$ cat config.mk
export PLATFORM = sky130hd
export DESIGN_NAME = id_ex_stage_flat
export DESIGN_NICKNAME = d
export VERILOG_FILES = /design/src/rtl/id_ex_stage_if.sv /design/src/rtl/id_ex_stage.sv /design/src/flat_wrapper.sv
export SDC_FILE = /design/constraint.sdc
export NUM_CORES = 1
export LEC_CHECK = 0
export CAP_MARGIN = 25
export CORE_UTILIZATION = 35
export DETAILED_ROUTE_END_ITERATION = 6
export HOLD_SLACK_MARGIN = 0.02
export PLACE_DENSITY = 0.77
export SLEW_MARGIN = 25
export SYNTH_ARGS = -nofsm -noshare
export SYNTH_HDL_FRONTEND = slang
export SYNTH_SLANG_ARGS = --single-unit
$ cat constraint.sdc
create_clock -name clk -period 2.6 [get_ports clk]
set_input_delay 0.52 -clock clk [delete_from_list [all_inputs] [get_ports clk]]
set_output_delay 0.52 -clock clk [all_outputs]
set_load 0.02 [all_outputs]
$ cat src/rtl/id_ex_stage_if.sv
// ID/EX pipeline bus: decoded ID-stage fields in, registered EX-stage fields
// and hazard stall controls out.
interface id_ex_stage_if #(
   parameter int DW   = 32,
   parameter int CNTW = 16
);
   logic            flush;
   logic            valid_id;
   logic [4:0]      rs_id;
   logic [4:0]      rt_id;
   logic [4:0]      rd_id;
   logic [DW-1:0]   rd1_id;
   logic [DW-1:0]   rd2_id;
   logic [DW-1:0]   imm_id;
   logic [1:0]      WB_id;
   logic [1:0]      M_id;
   logic [3:0]      EX_id;

   logic            valid_ex;
   logic [4:0]      rs_ex;
   logic [4:0]      rt_ex;
   logic [4:0]      rd_ex;
   logic [4:0]      wn_ex;
   logic [DW-1:0]   rd1_ex;
   logic [DW-1:0]   rd2_ex;
   logic [DW-1:0]   imm_ex;
   logic [1:0]      WB_ex;
   logic [1:0]      M_ex;
   logic [3:0]      EX_ex;
   logic            pc_write;
   logic            ifid_write;
   logic [CNTW-1:0] stall_cnt;

   // ID side: drives decoded fields, observes the EX register and stall controls
   modport master (
      output flush, valid_id, rs_id, rt_id, rd_id, rd1_id, rd2_id, imm_id,
             WB_id, M_id, EX_id,
      input  valid_ex, rs_ex, rt_ex, rd_ex, wn_ex, rd1_ex, rd2_ex, imm_ex,
             WB_ex, M_ex, EX_ex, pc_write, ifid_write, stall_cnt
   );

   // pipeline register side
   modport slave (
      input  flush, valid_id, rs_id, rt_id, rd_id, rd1_id, rd2_id, imm_id,
             WB_id, M_id, EX_id,
      output valid_ex, rs_ex, rt_ex, rd_ex, wn_ex, rd1_ex, rd2_ex, imm_ex,
             WB_ex, M_ex, EX_ex, pc_write, ifid_write, stall_cnt
   );
endinterface

$ cat src/rtl/id_ex_stage.sv
// ID/EX pipeline register with load-use hazard detection.
// A load in EX whose rt matches a source of the instruction in ID forces one
// bubble into EX and holds PC and IF/ID for that cycle; the held instruction
// then loads normally because the bubble clears MemRead in EX.
module id_ex_stage #(
   parameter int DW   = 32,
   parameter int CNTW = 16
) (
   input logic         clk,
   input logic         rst,
   id_ex_stage_if.slave bus
);

   logic            r_valid;
   logic [4:0]      r_rs;
   logic [4:0]      r_rt;
   logic [4:0]      r_rd;
   logic [4:0]      r_wn;
   logic [DW-1:0]   r_rd1;
   logic [DW-1:0]   r_rd2;
   logic [DW-1:0]   r_imm;
   logic [1:0]      r_wb;
   logic [1:0]      r_m;
   logic [3:0]      r_ex;
   logic [CNTW-1:0] r_stall_cnt;

   logic            w_hazard;
   logic            w_bubble;
   logic            w_ctl_en;

   // load-use detection from the EX register against the sources in ID;
   // a load into $0 never stalls since $0 reads as zero regardless
   always_comb begin
      w_hazard = r_valid && r_m[1] && (r_rt != 5'd0) && bus.valid_id &&
                 ((r_rt == bus.rs_id) || (r_rt == bus.rt_id));
      w_bubble = bus.flush || w_hazard;
      w_ctl_en = bus.valid_id && !w_bubble;
   end

   // pipeline register: data fields always load, controls are zeroed on a bubble
   // or when ID holds no real instruction
   always_ff @(posedge clk) begin
      if (rst) begin
         r_valid <= 1'b0;
         r_rs    <= '0;
         r_rt    <= '0;
         r_rd    <= '0;
         r_wn    <= '0;
         r_rd1   <= '0;
         r_rd2   <= '0;
         r_imm   <= '0;
         r_wb    <= '0;
         r_m     <= '0;
         r_ex    <= '0;
      end else begin
         r_rs    <= bus.rs_id;
         r_rt    <= bus.rt_id;
         r_rd    <= bus.rd_id;
         r_wn    <= bus.EX_id[3] ? bus.rd_id : bus.rt_id;
         r_rd1   <= bus.rd1_id;
         r_rd2   <= bus.rd2_id;
         r_imm   <= bus.imm_id;
         r_valid <= w_ctl_en;
         r_wb    <= w_ctl_en ? bus.WB_id : 2'b00;
         r_m     <= w_ctl_en ? bus.M_id  : 2'b00;
         r_ex    <= w_ctl_en ? bus.EX_id : 4'b0000;
      end
   end

   // saturating count of hazard bubbles; a flush-caused bubble is not a stall
   always_ff @(posedge clk) begin
      if (rst)
         r_stall_cnt <= '0;
      else if (w_hazard && !bus.flush && (r_stall_cnt != {CNTW{1'b1}}))
         r_stall_cnt <= r_stall_cnt + 1'b1;
   end

   // drive the bus outputs
   always_comb begin
      bus.valid_ex   = r_valid;
      bus.rs_ex      = r_rs;
      bus.rt_ex      = r_rt;
      bus.rd_ex      = r_rd;
      bus.wn_ex      = r_wn;
      bus.rd1_ex     = r_rd1;
      bus.rd2_ex     = r_rd2;
      bus.imm_ex     = r_imm;
      bus.WB_ex      = r_wb;
      bus.M_ex       = r_m;
      bus.EX_ex      = r_ex;
      bus.pc_write   = !w_hazard;
      bus.ifid_write = !w_hazard;
      bus.stall_cnt  = r_stall_cnt;
   end

endmodule
$ cat src/flat_wrapper.sv
// flat-port wrapper written by rule: the top's interface ports become plain ports
module id_ex_stage_flat 
#(
   parameter int DW   = 32,
   parameter int CNTW = 16
)
  (clk, rst, bus_flush, bus_valid_id, bus_rs_id, bus_rt_id, bus_rd_id, bus_rd1_id, bus_rd2_id, bus_imm_id, bus_WB_id, bus_M_id, bus_EX_id, bus_valid_ex, bus_rs_ex, bus_rt_ex, bus_rd_ex, bus_wn_ex, bus_rd1_ex, bus_rd2_ex, bus_imm_ex, bus_WB_ex, bus_M_ex, bus_EX_ex, bus_pc_write, bus_ifid_write, bus_stall_cnt);
  id_ex_stage_if #(.DW(DW), .CNTW(CNTW)) bus_i ();
  input logic clk;
  input logic rst;
  input wire logic [$bits(bus_i.flush)-1:0] bus_flush;
  input wire logic [$bits(bus_i.valid_id)-1:0] bus_valid_id;
  input wire logic [$bits(bus_i.rs_id)-1:0] bus_rs_id;
  input wire logic [$bits(bus_i.rt_id)-1:0] bus_rt_id;
  input wire logic [$bits(bus_i.rd_id)-1:0] bus_rd_id;
  input wire logic [$bits(bus_i.rd1_id)-1:0] bus_rd1_id;
  input wire logic [$bits(bus_i.rd2_id)-1:0] bus_rd2_id;
  input wire logic [$bits(bus_i.imm_id)-1:0] bus_imm_id;
  input wire logic [$bits(bus_i.WB_id)-1:0] bus_WB_id;
  input wire logic [$bits(bus_i.M_id)-1:0] bus_M_id;
  input wire logic [$bits(bus_i.EX_id)-1:0] bus_EX_id;
  output wire logic [$bits(bus_i.valid_ex)-1:0] bus_valid_ex;
  output wire logic [$bits(bus_i.rs_ex)-1:0] bus_rs_ex;
  output wire logic [$bits(bus_i.rt_ex)-1:0] bus_rt_ex;
  output wire logic [$bits(bus_i.rd_ex)-1:0] bus_rd_ex;
  output wire logic [$bits(bus_i.wn_ex)-1:0] bus_wn_ex;
  output wire logic [$bits(bus_i.rd1_ex)-1:0] bus_rd1_ex;
  output wire logic [$bits(bus_i.rd2_ex)-1:0] bus_rd2_ex;
  output wire logic [$bits(bus_i.imm_ex)-1:0] bus_imm_ex;
  output wire logic [$bits(bus_i.WB_ex)-1:0] bus_WB_ex;
  output wire logic [$bits(bus_i.M_ex)-1:0] bus_M_ex;
  output wire logic [$bits(bus_i.EX_ex)-1:0] bus_EX_ex;
  output wire logic [$bits(bus_i.pc_write)-1:0] bus_pc_write;
  output wire logic [$bits(bus_i.ifid_write)-1:0] bus_ifid_write;
  output wire logic [$bits(bus_i.stall_cnt)-1:0] bus_stall_cnt;
  assign bus_i.flush = bus_flush;
  assign bus_i.valid_id = bus_valid_id;
  assign bus_i.rs_id = bus_rs_id;
  assign bus_i.rt_id = bus_rt_id;
  assign bus_i.rd_id = bus_rd_id;
  assign bus_i.rd1_id = bus_rd1_id;
  assign bus_i.rd2_id = bus_rd2_id;
  assign bus_i.imm_id = bus_imm_id;
  assign bus_i.WB_id = bus_WB_id;
  assign bus_i.M_id = bus_M_id;
  assign bus_i.EX_id = bus_EX_id;
  assign bus_valid_ex = bus_i.valid_ex;
  assign bus_rs_ex = bus_i.rs_ex;
  assign bus_rt_ex = bus_i.rt_ex;
  assign bus_rd_ex = bus_i.rd_ex;
  assign bus_wn_ex = bus_i.wn_ex;
  assign bus_rd1_ex = bus_i.rd1_ex;
  assign bus_rd2_ex = bus_i.rd2_ex;
  assign bus_imm_ex = bus_i.imm_ex;
  assign bus_WB_ex = bus_i.WB_ex;
  assign bus_M_ex = bus_i.M_ex;
  assign bus_EX_ex = bus_i.EX_ex;
  assign bus_pc_write = bus_i.pc_write;
  assign bus_ifid_write = bus_i.ifid_write;
  assign bus_stall_cnt = bus_i.stall_cnt;
  id_ex_stage #(.DW(DW), .CNTW(CNTW)) u_core (.clk(clk), .rst(rst), .bus(bus_i));
endmodule
# After elaboration in Yosys (flattened, before gate mapping)
# Cells that the tools add are included.
dict set report classes {
  shift 0
  n_div 0
  magnitude_cmp 0
  n_addsub 1
  n_eq_ne 3
  n_bitwise 1
  muxes 1
  n_reduce_logical 14
  n_mul 0
}
# operator n
set op_table {}
lappend op_table {{$add 16x1->16 const B} 1}
lappend op_table {{$ne 16x16->1 const B} 1}
lappend op_table {{$eq 5x5->1} 2}
lappend op_table {{$logic_and 1x1->1} 7}
lappend op_table {{$mux 5} 1}
lappend op_table {{$reduce_bool 5->1} 1}
lappend op_table {{$logic_not 1->1} 3}
lappend op_table {{$logic_or 1x1->1} 2}
lappend op_table {{$reduce_or 2->1} 1}
lappend op_table {{$not 1->1} 1}
dict set report word_totals {
  ram_bits 0
  out_inout_bits 143
  word_cells 32
  regBits 141
  in_bits 123
  latchBits 0
  rom_bits 0
  mem_count 0
}

# Depth between registers and ports, before layout
dict set report logic_depth {
  ltp_word 9
  ltp_mapped 7
  ltp_nobuf 6
}

# Worst setup path after synthesis
# Ideal clock, no wire load.
dict set report synth_timing {
  kind {reg2out}
  from {register u_core.r_rt[0], in the netlist u_core.bus.rt_ex[0]}
  to {output port bus_pc_write}
  t_arrival_ps 1693
  path_stages_with_launch 6
  t_required_ps 2080
  path_slack_ps 387
  n_path_buf 2
  cell_sequence {dfxtp_1 or4_1 o2111a_1 buf_4 nand2_1 buf_4}
}
dict set report synth_between {
  elab_chain_len 5
  word_cells_on_any_way 8
  cone_classes {2 x eq/ne; 6 x reduce/logical}
}
# element line_no
set synth_lines {}
lappend synth_lines {{from (decl)} id_ex_stage.sv:16} ;# logic [4:0] r_rt;
lappend synth_lines {{from (signal assigned)} id_ex_stage.sv:57} ;# r_rt <= bus.rt_id;
lappend synth_lines {{$reduce_bool 5->1} id_ex_stage.sv:34} ;# w_hazard = r_valid && r_m[1] && (r_rt != 5'd0) && bus.valid_id &&
lappend synth_lines {{$logic_and 1x1->1 (2 in a row)} id_ex_stage.sv:34}
lappend synth_lines {{$logic_and 1x1->1 (*)} id_ex_stage.sv:34}
lappend synth_lines {{$logic_not 1->1 (*)} n/a}
lappend synth_lines {{to (decl)} flat_wrapper.sv:33} ;# output wire logic [$bits(bus_i.pc_write)-1:0] bus_pc_write;
# Mark *: on every way between the ends. The rest lies on a longest branch, timed or not.

# Final worst setup path
dict set report layout_timing {
  from {register u_core.r_rt[0], in the netlist u_core.bus.rt_ex[0]}
  to {output port bus_ifid_write}
}
dict set report layout_between {
  elab_chain_len 5
  word_cells_on_any_way 8
  cone_classes {2 x eq/ne; 6 x reduce/logical}
}
# element line_no
set layout_lines {}
lappend layout_lines {{$reduce_bool 5->1} id_ex_stage.sv:34}
lappend layout_lines {{$logic_and 1x1->1 (2 in a row)} id_ex_stage.sv:34}
lappend layout_lines {{$logic_and 1x1->1 (*)} id_ex_stage.sv:34}
lappend layout_lines {{$logic_not 1->1 (*)} id_ex_stage.sv:92} ;# bus.ifid_write = !w_hazard;
lappend layout_lines {{to (decl)} flat_wrapper.sv:34} ;# output wire logic [$bits(bus_i.ifid_write)-1:0] bus_ifid_write;
# Marks and branches as above.

==> flow_summary.ini <==
[timing]
fin_tns_setup_ns = 0
slew_headroom = 0.6108
setup_ws_ns = 0.07586
period_share = 0.9708
layout_min_cycle_time_ns = 2.524
setup_viol = 0
worst_hold_slack_ns = 0.5025
timing.fmax_mhz = 396.2
skew_ns = 0.005403
tightest_slew_ns = 0.5784
rsz0062_at_grt = yes
hold_violations = 0
drv_slew = 0

[yosys]
synth_most_common_cell = dfxtp_1
synth_area_um2 = 4498
synth_fp_nets = 531
synthAdderAreaFrac = 0.002782
synth-async-reset-ratio = 0
synth_cells = 407
synthXorXnorAreaFrac = 0.01947
ys_seq_area_frac = 0.6275
avgSynthCellArea_um2 = 11.05
synth_top_area_share = 0.6275
ys_seq_elements = 141
ys_warn_count = 0
synth_compound_area_frac = 0.03588
synth-edff-count = 0
yosys-mux-area-fraction = 0.03088
ys_top_cells_by_count = 141 x dfxtp_1, 118 x nor2b_1, 19 x nor2_1
ys.flop_type = dfxtp_1
yosys.area.top_type = dfxtp_1
synth_top_family_by_area = simple AND/OR/NAND/NOR gates
yosys.area_share.simple = 0.2620
synthTopCellsByArea = dfxtp_1 63%, nor2b_1 16%, xnor2_1 1.9%
yosysUniqueCellTypes = 35

[grt]
met2_usage = 0.3257
use_met3 = 0.07855
top_usage_layer = met2
antenna_found_initial = 0
grt_pass1_vias = 3898
grt_pass1_wl_um = 18220
grt_max_degree = 50
grtUsageMet1 = 0.1690
grt_remaining_overflow = 0
grt_usage = 0.1802

[routing]
vias_per_cell = 4.424
drtIter0Drc = 105
first_pass_iters = 4
final_antenna_net_count = 0
wirelength_um = 12020
num_vias = 3831
wire_per_inst_um = 13.88
post-route-drc-count = 0

[clock_tree]
cts_max_path_buffers = 2
clk_latency_ns = 0.41
cts_sinks = 141
clk_pin_slew_ns = 0.05
postCtsSetupBuffers = 0
cts_buffers = 17
cts_resized = 2
cts_tree = done
h-tree-depth = 4
hold_buffers = 0
clock-root-buffer = clkbuf_16

[floorplan]
io_pins = 266
die_w_um = 115.4
die_h_um = 115.4
row_count = 41
coreArea_um2 = 12570
die_area_um2 = 13310
start_util = 0.3579

[pwr]
ir_worst_vdd_uv = 395.9
p_per_area_nw_per_um2 = 681.1
combPwrFrac = 0.123
swShare = 0.2094
power_switching_mw = 1.137
sequentialPowerShare = 0.422
p_leak_nw = 3.011
clkPwrFrac = 0.455
internal_power_mw = 4.294

[critical_path]
r2r_cells = 6
cp-start-kind = flop
r2r-end = u_core.bus.stall_cnt[0]$_SDFFE_PP0P_
critPathMaxFanout = 4
crit_required_ns = 2.08
cp.arrival_ns = 2.00
r2r_slack_ns = 0.56
end_kind = primary output
path_class = reg -> out
timing.rr.start = u_core.bus.rt_ex[1]$_SDFF_PP0_

[job]
drv_cap = 0

[outcome]
status = finished, final reports clean

[final_layout]
multi_input_area_um2 = 1579
drive_gt1_frac = 0.06916
seqCellArea_um2 = 2823
diodes = 0
n_fill_cell = 1059
fin_nets = 805
syn_to_final_growth_pct = 77.30

[hold_path]
whs_path_depth = 2
hp-start = rst
holdCritPathClass = in -> reg
holdPathEnd = u_core.bus.wn_ex[3]$_SDFF_PP0_

[placement]
portBuffers = 265
hpwlAfterDp_um = 9245
place.gp.congestion = 0.8718
place_ws_ns = -0.1150
## registers in the layout, summed over array words and instances (netlist names)
register and cells:
u_core.bus.imm_ex 32, u_core.bus.rd1_ex 32, u_core.bus.rd2_ex 32, u_core.bus.stall_cnt 16, u_core.bus.rd_ex 5, u_core.bus.rs_ex 5
u_core.bus.rt_ex 5, u_core.bus.wn_ex 5, u_core.bus.EX_ex 4, u_core.bus.M_ex 2, u_core.bus.WB_ex 2, u_core.bus.valid_ex 1
## power groups by stage
| stage | combinational [mW] | clock [mW] | sequential, mW |
|---|---|---|---|
| after global placement | 0.663 | 0 | 2.34 |
| after global routing | 0.708 | 2.62 | 2.30 |
| after floorplan | 0.123 | 0 | 2.47 |
| after CTS | 0.675 | 2.53 | 2.30 |
| final | 0.667 | 2.47 | 2.29 |
| after detailed placement | 0.671 | 0 | 2.34 |
## critical path: stages, from the launching register on
cell and delay, ns:
dfxtp_1 0.35, or4_1 0.57, o2111a_1 0.28, nand2_1 0.08, dlygate4sd2_1 0.33
## worst max-delay path by stage
stage	startpoint	end	slack (ns)
6_report	u_core.bus.rt_ex[0]$_SDFF_PP0_	bus_ifid_write	0.08
5_1_grt	u_core.bus.rt_ex[0]$_SDFF_PP0_	bus_ifid_write	-0.01
4_1_cts	u_core.bus.rt_ex[0]$_SDFF_PP0_	bus_ifid_write	0.05
3_5_place_dp	bus_rt_id[1]	bus_ifid_write	-0.12
3_3_place_gp	bus_rt_id[1]	bus_ifid_write	-0.03
2_1_floorplan	u_core.bus.rt_ex[0]$_SDFF_PP0_	bus_pc_write	0.39
## final cells by class
class                      instances  area share
sequential                       141      0.3539
timing repair buffer             276      0.3439
multi-input combinational        245      0.1980
clock buffer                      27     0.06432
tap                              172     0.02698
clock inverter                     5     0.01286
## cells by family (layout without fill, tap and decap cells)
logic type	Yosys count	count (layout)
AOI/OAI and AO/OA	22	22
xor gates and xnor gates	10	10
adders and majority gates	1	1
buffers and inverters	21	308
DFF	141	141
muxes	13	13
and+or+nand+nor	199	199
## through the flow
| stage | cell area, um2 | power, mW | util | instances |
|---|---|---|---|---|
| final | 7975 | 5.432 | 0.6345 | 866 |
| after global routing | 7975 | 5.632 | 0.6345 | 866 |
| after detailed placement | 7362 | 3.013 | 0.5858 | 834 |
| after CTS | 7975 | 5.499 | 0.6345 | 866 |
| after floorplan | 4498 | 2.591 | - | 407 |
| after global placement | 7362 | 3.002 | 0.5858 | 834 |
## placed cells by master (no fill, tap or decap), drive strengths merged, types with 2 or more instances in the layout
| cell | netlist | layout |
|---|---|---|
| dfxtp | 141 | 141 |
| mux2 | 7 | 7 |
| bufinv | 0 | 3 |
| nand2b | 2 | 2 |
| o41ai | 3 | 3 |
| nand4b | 2 | 2 |
| buf | 5 | 12 |
| or4 | 7 | 7 |
| nand3 | 9 | 9 |
| mux2i | 6 | 6 |
| and3 | 4 | 4 |
| clkbuf | 16 | 27 |
| nor4 | 4 | 4 |
| nor2 | 19 | 19 |
| xnor2 | 10 | 10 |
| nand4 | 5 | 5 |
| clkdlybuf4s50 | 0 | 262 |
| and2 | 8 | 8 |
| a21oi | 9 | 9 |
| nand2 | 13 | 13 |
| o31ai | 5 | 5 |
| nor2b | 118 | 118 |
| nor3 | 4 | 4 |
| dlygate4sd2 | 0 | 2 |
## routing by layer
metal	vias to the layer above	wire length, um
li1	1883	-
met1	1730	4154
met2	191	6236
met3	27	1282
met4	0	350
met5	-	0
Note: power is estimated with default switching activity, not from simulation.
